--- config.mk ---
export PLATFORM = sky130hd
export DESIGN_NAME = axis_frame_arbiter
export DESIGN_NICKNAME = d
export VERILOG_FILES = /design/src/rtl/axis_frame_arbiter.sv
export SDC_FILE = /design/constraint.sdc
export NUM_CORES = 1
export LEC_CHECK = 0
export ABC_AREA = 1
export CAP_MARGIN = 20
export CORE_MARGIN = 2
export CORE_UTILIZATION = 43
export DETAILED_ROUTE_END_ITERATION = 8
export PLACE_DENSITY_LB_ADDON = 0.1
export SYNTH_ARGS = -nofsm -noshare
export SYNTH_HDL_FRONTEND = slang
export SYNTH_SLANG_ARGS = --single-unit
--- constraint.sdc ---
create_clock -name clk -period 3.2 [get_ports clk]
set_input_delay 0.8 -clock clk [delete_from_list [all_inputs] [get_ports clk]]
set_output_delay 0.8 -clock clk [all_outputs]
set_load 0.1 [all_outputs]
--- src/rtl/axis_frame_arbiter.sv ---
// axis_frame_arbiter
// Round-robin arbiter that merges PORTS AXI-Stream inputs onto one output.
// Sources are switched only on frame boundaries, after the tlast beat has been
// accepted. The output side is one registered stage. Each frame boundary costs
// one arbitration cycle.
module axis_frame_arbiter #(
    parameter int PORTS      = 4,
    parameter int DATA_WIDTH = 8
) (
    input  logic                        clk,
    input  logic                        rst_n,
    input  logic [PORTS*DATA_WIDTH-1:0] input_axis_tdata,
    input  logic [PORTS-1:0]            input_axis_tvalid,
    output logic [PORTS-1:0]            input_axis_tready,
    input  logic [PORTS-1:0]            input_axis_tlast,
    input  logic [PORTS-1:0]            input_axis_tuser,
    output logic [DATA_WIDTH-1:0]       output_axis_tdata,
    output logic                        output_axis_tvalid,
    input  logic                        output_axis_tready,
    output logic                        output_axis_tlast,
    output logic                        output_axis_tuser,
    output logic [$clog2(PORTS)-1:0]    grant,
    output logic                        grant_valid
);

    localparam int GW = $clog2(PORTS);

    typedef enum logic {
        IDLE   = 1'b0,
        ACTIVE = 1'b1
    } state_t;

    // Arbitration state
    state_t                r_state;
    state_t                w_state_next;
    logic [GW-1:0]         r_grant;
    logic [GW-1:0]         w_grant_next;
    logic                  r_grant_valid;
    logic                  w_grant_valid_next;
    logic [GW-1:0]         r_rr_ptr;
    logic [GW-1:0]         w_rr_ptr_next;

    // Round-robin search result
    logic                  w_sel_found;
    logic [GW-1:0]         w_sel_idx;
    logic [GW-1:0]         w_grant_inc;

    // Datapath
    logic [DATA_WIDTH-1:0] w_port_data [PORTS];
    logic [PORTS-1:0]      w_tready;
    logic                  w_out_ready;
    logic                  w_accept;

    // Output register
    logic [DATA_WIDTH-1:0] r_out_tdata;
    logic                  r_out_tvalid;
    logic                  r_out_tlast;
    logic                  r_out_tuser;

    // Split the packed input data bus into one lane per port
    always_comb begin
        for (int i = 0; i < PORTS; i++) begin
            w_port_data[i] = input_axis_tdata[i*DATA_WIDTH +: DATA_WIDTH];
        end
    end

    // Find the first requesting port, scanning upward from rr_ptr with wrap
    always_comb begin
        w_sel_found = 1'b0;
        w_sel_idx   = r_rr_ptr;
        for (int k = 0; k < PORTS; k++) begin
            if (!w_sel_found && input_axis_tvalid[(int'(r_rr_ptr) + k) % PORTS]) begin
                w_sel_found = 1'b1;
                w_sel_idx   = GW'((int'(r_rr_ptr) + k) % PORTS);
            end
        end
    end

    // The output slot can take a beat when it is empty or draining this cycle
    assign w_out_ready = ~r_out_tvalid | output_axis_tready;
    assign w_accept    = (r_state == ACTIVE) & input_axis_tvalid[r_grant] & w_out_ready;

    // Port after the current grant, wrapping for non-power-of-two PORTS
    assign w_grant_inc = (r_grant == GW'(PORTS - 1)) ? '0 : r_grant + GW'(1);

    // FSM next-state, grant bookkeeping and per-port ready
    always_comb begin
        // NOTE: every signal gets a default first, so no path can infer a latch.
        w_state_next       = r_state;
        w_grant_next       = r_grant;
        w_grant_valid_next = r_grant_valid;
        w_rr_ptr_next      = r_rr_ptr;
        w_tready           = '0;
        case (r_state)
            IDLE: begin
                // Arbitration cycle: nobody is ready, grant holds its last value
                if (w_sel_found) begin
                    w_state_next       = ACTIVE;
                    w_grant_next       = w_sel_idx;
                    w_grant_valid_next = 1'b1;
                end
            end
            ACTIVE: begin
                // Only the granted port sees ready; a stalled source just waits here
                w_tready[r_grant] = w_out_ready;
                if (w_accept && input_axis_tlast[r_grant]) begin
                    w_state_next       = IDLE;
                    w_grant_valid_next = 1'b0;
                    w_rr_ptr_next      = w_grant_inc;
                end
            end
            default: begin
                w_state_next       = IDLE;
                w_grant_valid_next = 1'b0;
            end
        endcase
    end

    // FSM state and arbitration registers
    always_ff @(posedge clk or negedge rst_n) begin
        if (!rst_n) begin
            r_state       <= IDLE;
            r_grant       <= '0;
            r_grant_valid <= 1'b0;
            r_rr_ptr      <= '0;
        end else begin
            // NOTE: sequential state uses non-blocking assignments only, so
            // every register samples pre-edge values regardless of statement order.
            r_state       <= w_state_next;
            r_grant       <= w_grant_next;
            r_grant_valid <= w_grant_valid_next;
            r_rr_ptr      <= w_rr_ptr_next;
        end
    end

    // Output register: load on accept, drop valid once drained, else hold
    always_ff @(posedge clk or negedge rst_n) begin
        if (!rst_n) begin
            // NOTE: the data payload is reset as well, so the output bus
            // reads all-zero while reset is held rather than stale data.
            r_out_tdata  <= '0;
            r_out_tvalid <= 1'b0;
            r_out_tlast  <= 1'b0;
            r_out_tuser  <= 1'b0;
        end else if (w_accept) begin
            r_out_tdata  <= w_port_data[r_grant];
            r_out_tvalid <= 1'b1;
            r_out_tlast  <= input_axis_tlast[r_grant];
            r_out_tuser  <= input_axis_tuser[r_grant];
        end else if (output_axis_tready) begin
            r_out_tvalid <= 1'b0;
        end
    end

    assign input_axis_tready  = w_tready;
    assign output_axis_tdata  = r_out_tdata;
    assign output_axis_tvalid = r_out_tvalid;
    assign output_axis_tlast  = r_out_tlast;
    assign output_axis_tuser  = r_out_tuser;
    assign grant              = r_grant;
    assign grant_valid        = r_grant_valid;

endmodule

==> results.md <==
Synth:
- The library cell with the largest summed area after synthesis is sky130_fd_sc_hd__dfrtp_1.
- By area the synthesized netlist is led by sky130_fd_sc_hd__dfrtp_1 33%, sky130_fd_sc_hd__nor2_1 17%, sky130_fd_sc_hd__nand2_1 14%.
- In this run the biggest area consumer among cell types represents 33.40% of the synthesized area.
- The post-synthesis sequential element count is 17.
- The post-synthesis cell type count is 20.
- A synthesized cell averages 6.337 um^2.
- The number of nets handed over by synthesis was 252.
- The post-synthesis cell area is 1274 um^2.
- The gate count of the mapped netlist is 201.
- Sequential cells were found to cover 33.40% of the synthesized design area.
- The Yosys step of the flow raised 0 warnings.

Cells and area:
- Of the cells placed in the final design, the portion with a size suffix greater than 1 is 13.58%.
- The area growth from synthesis to layout is 55.40%.
- In the final layout, flip-flops and latches occupy 425.4 um^2.
- The number of fill cells is 250.
- At the end of the flow, the number of nets in the layout was 317.
- The footprint of the multi-input gates is 757.0 um^2.
- Leaving out fill and tap cells, the most frequent cell in the layout is sky130_fd_sc_hd__nor2_1.
- The number of diodes added for antenna fixing is 0.
- In the layout the commonest cells are 53 x sky130_fd_sc_hd__nor2_1, 47 x sky130_fd_sc_hd__nand2_1, 46 x sky130_fd_sc_hd__clkdlybuf4s50_1.

Global route:
- For this run, global-route usage on met2 was measured as 39.00%.
- The layer carrying the most global-route usage is met2.
- For this run the aggregate overflow at the end of global routing stands at 0.
- The global-route met1 utilization is 26.56%.
- The initial antenna violation count is 0.
- The via count of the first global-routing pass is 1360.
- The global-route wire length before repair is 5.754 mm.
- The global-route usage over all layers is 21.52%.
- Global routing used 3.516% of the available met3 tracks.
- Entering global routing, the biggest net connects 19 pins.

Placement:
- At the end of routability-driven placement, the weighted congestion stood at 0.8819.
- The port buffer count is 64.
- OpenSTA, run right after detailed placement, puts the worst setup slack at 581.1 ps.
- The half-perimeter wire length of the detailed placement result is 2.567 mm.

Setup path:
- On the worst path, the slowest cell contributes a delay of 450 ps.
- The critical path contains buffers and inverters numbering 3 combined.
- The kind of capture point of the worst setup path is a primary output.
- Walking the worst path, the cells encountered are clkdlybuf4s50_1, nor2_1, inv_1, nand2_1, nor2_2, buf_12.
- The classification of the worst setup path is in -> out.
- Data on the critical path is required at its endpoint by 2400 ps.
- The type of origin of the critical path is an input port.
- Data on the critical path arrives at its endpoint at 1810 ps.
- The largest fanout of any net on the critical path is 4.
- The critical path's slowest cell is sky130_fd_sc_hd__clkdlybuf4s50_1.
- The top cell family by delay on the critical path is buffers and inverters.

Timing:
- The number of setup violations in the final report is 0.
- Setup repair after global routing left no endpoint under its margin.
- The count of final max-slew check failures is 0.
- After layout, the worst setup slack is 591.9 ps.
- Clock skew on the completed layout was measured at 6.551 ps.
- Setup total negative slack on the finished layout was measured at 0 ps.
- Final hold analysis gives a worst-case slack of 491.2 ps.
- The worst max-slew margin expressed relative to the limit is 47.58%.
- The fmax is 383.4 MHz.
- The number of endpoints with negative hold slack in the final report is 0.
- The shortest period the worst path allows is 2608 ps.
- The share of the cycle needed by the critical path after routing is 81.50%.
- The actual transition at the worst max-transition pin is 783.9 ps.

CTS:
- TritonCTS built the clock tree.
- The clock passes through at most 2 buffers.
- The number of gates given a new drive strength after cts is 0.
- Counting every sink on the clock net gives 17.
- The total clock buffers created by CTS is 3.
- After clock tree synthesis, the setup repair step added 0 buffers.
- The quantity of hold-fixing buffers added after cts is 0.
- The root buffer cell is sky130_fd_sc_hd__clkbuf_4.
- For the worst-skew pair, the clock arrives at the later sink with an insertion delay of 290 ps.
- CTS built an H-tree with a depth of 1.
- Clock-pin slew was measured on the worst setup and hold paths at 90 ps.

Floorplanning:
- The standard-cell row count is 19.
- For this configuration, the core starts out at a cell density of 45.79%.
- The die width is 58.43 um.
- The die covers 3413 um^2.
- The area inside the core boundary is 2781 um^2.
- The die height is 58.43 um.
- For this design the top-level I/O count stands at 65.

Detailed routing:
- Dividing the detail-routed wire length by the instance count gives 11.36 um.
- Wires add up to 3.363 mm.
- The final route contains 1460 vias.
- After detailed routing, the number of remaining DRC violations is 0.
- The first routing iteration left 26 violations.
- The remaining antenna violation count after routing is 0.
- The iteration count of the initial detailed-routing pass is 4.
- The mean number of vias per cell is 4.932.

Run status:
- The run finished with clean final reports.

Flow run:
- Max-cap violations in this run came to 0.

Worst hold path:
- The worst hold path belongs to the class reg -> reg.
path summary, 6_finish.rpt:
path                               startpoint                    to  slack [ps]  cells after the start
max in group asynchronous               rst_n  output_axis_tdata[7]        1750                      1
max                        output_axis_tready  input_axis_tready[0]         590                      6
max reg2reg                          grant[0]           grant_valid        1500                      8
min                               grant_valid           grant_valid         490                      2
min in group asynchronous               rst_n              grant[0]         960                      1
min reg2reg                       grant_valid           grant_valid         490                      2
metal layers:
layer / vias up / wire (um)
met2: 51 / 1726
met5: - / 0
met4: 0 / 29
li1: 773 / -
met1: 632 / 1399
met3: 4 / 208
area by class of cell:
cell class	instances	area share (%)
clock buffers	4	1.327
flip-flops and latches	17	21.49
well taps	31	1.960
multi-input cells	161	38.24
inverters	15	2.844
repair buffers	68	34.13
cell families after synthesis:
group	after synthesis	share of synthesized area (%)
simple gates	116	35.66
compound gates	41	19.06
buf+inv	23	7.957
flops	17	33.40
fa+ha+maj	4	3.929
Yosys cell counts:
library cell / n
sky130_fd_sc_hd__nor2_1: 57
sky130_fd_sc_hd__inv_2: 2
sky130_fd_sc_hd__nor2_2: 1
sky130_fd_sc_hd__a21oi_4: 2
sky130_fd_sc_hd__a21oi_2: 1
sky130_fd_sc_hd__inv_1: 13
sky130_fd_sc_hd__o21ai_0: 26
sky130_fd_sc_hd__nand2_2: 1
sky130_fd_sc_hd__nand2_1: 47
sky130_fd_sc_hd__buf_4: 1
sky130_fd_sc_hd__nand4_1: 1
sky130_fd_sc_hd__o21ai_1: 2
sky130_fd_sc_hd__buf_6: 1
sky130_fd_sc_hd__ha_1: 4
sky130_fd_sc_hd__nand3_1: 9
sky130_fd_sc_hd__clkbuf_1: 3
sky130_fd_sc_hd__buf_2: 3
sky130_fd_sc_hd__a21oi_1: 1
sky130_fd_sc_hd__dfrtp_1: 17
sky130_fd_sc_hd__a31oi_1: 9
metrics by stage:
| step | utilization, % | cell area (um^2) | cells |
|---|---|---|---|
| floorplan | - | 1284 | 201 |
| global placement | 70.22 | 1953 | 292 |
| detailed placement | 70.22 | 1953 | 292 |
| CTS | 71.17 | 1979 | 296 |
| global route | 71.17 | 1979 | 296 |
| finish | 71.17 | 1979 | 296 |
tightest hold or removal path, delay by kind of cell, from the launching register on:
family / cells / cell delay [ps]
DFF: 1 / 360
and+or+nand+nor: 2 / 110
state kept, by name, indices dropped and copies added, names as in the netlist:
name / flops
output_axis_tuser: 1
grant_valid: 1
output_axis_tdata: 8
r_state: 1
r_rr_ptr: 2
output_axis_tlast: 1
output_axis_tvalid: 1
grant: 2
Power is left out: the tool's default activity adds up to more than one toggle a clock period on the data nets, which glitch-free logic cannot reach.
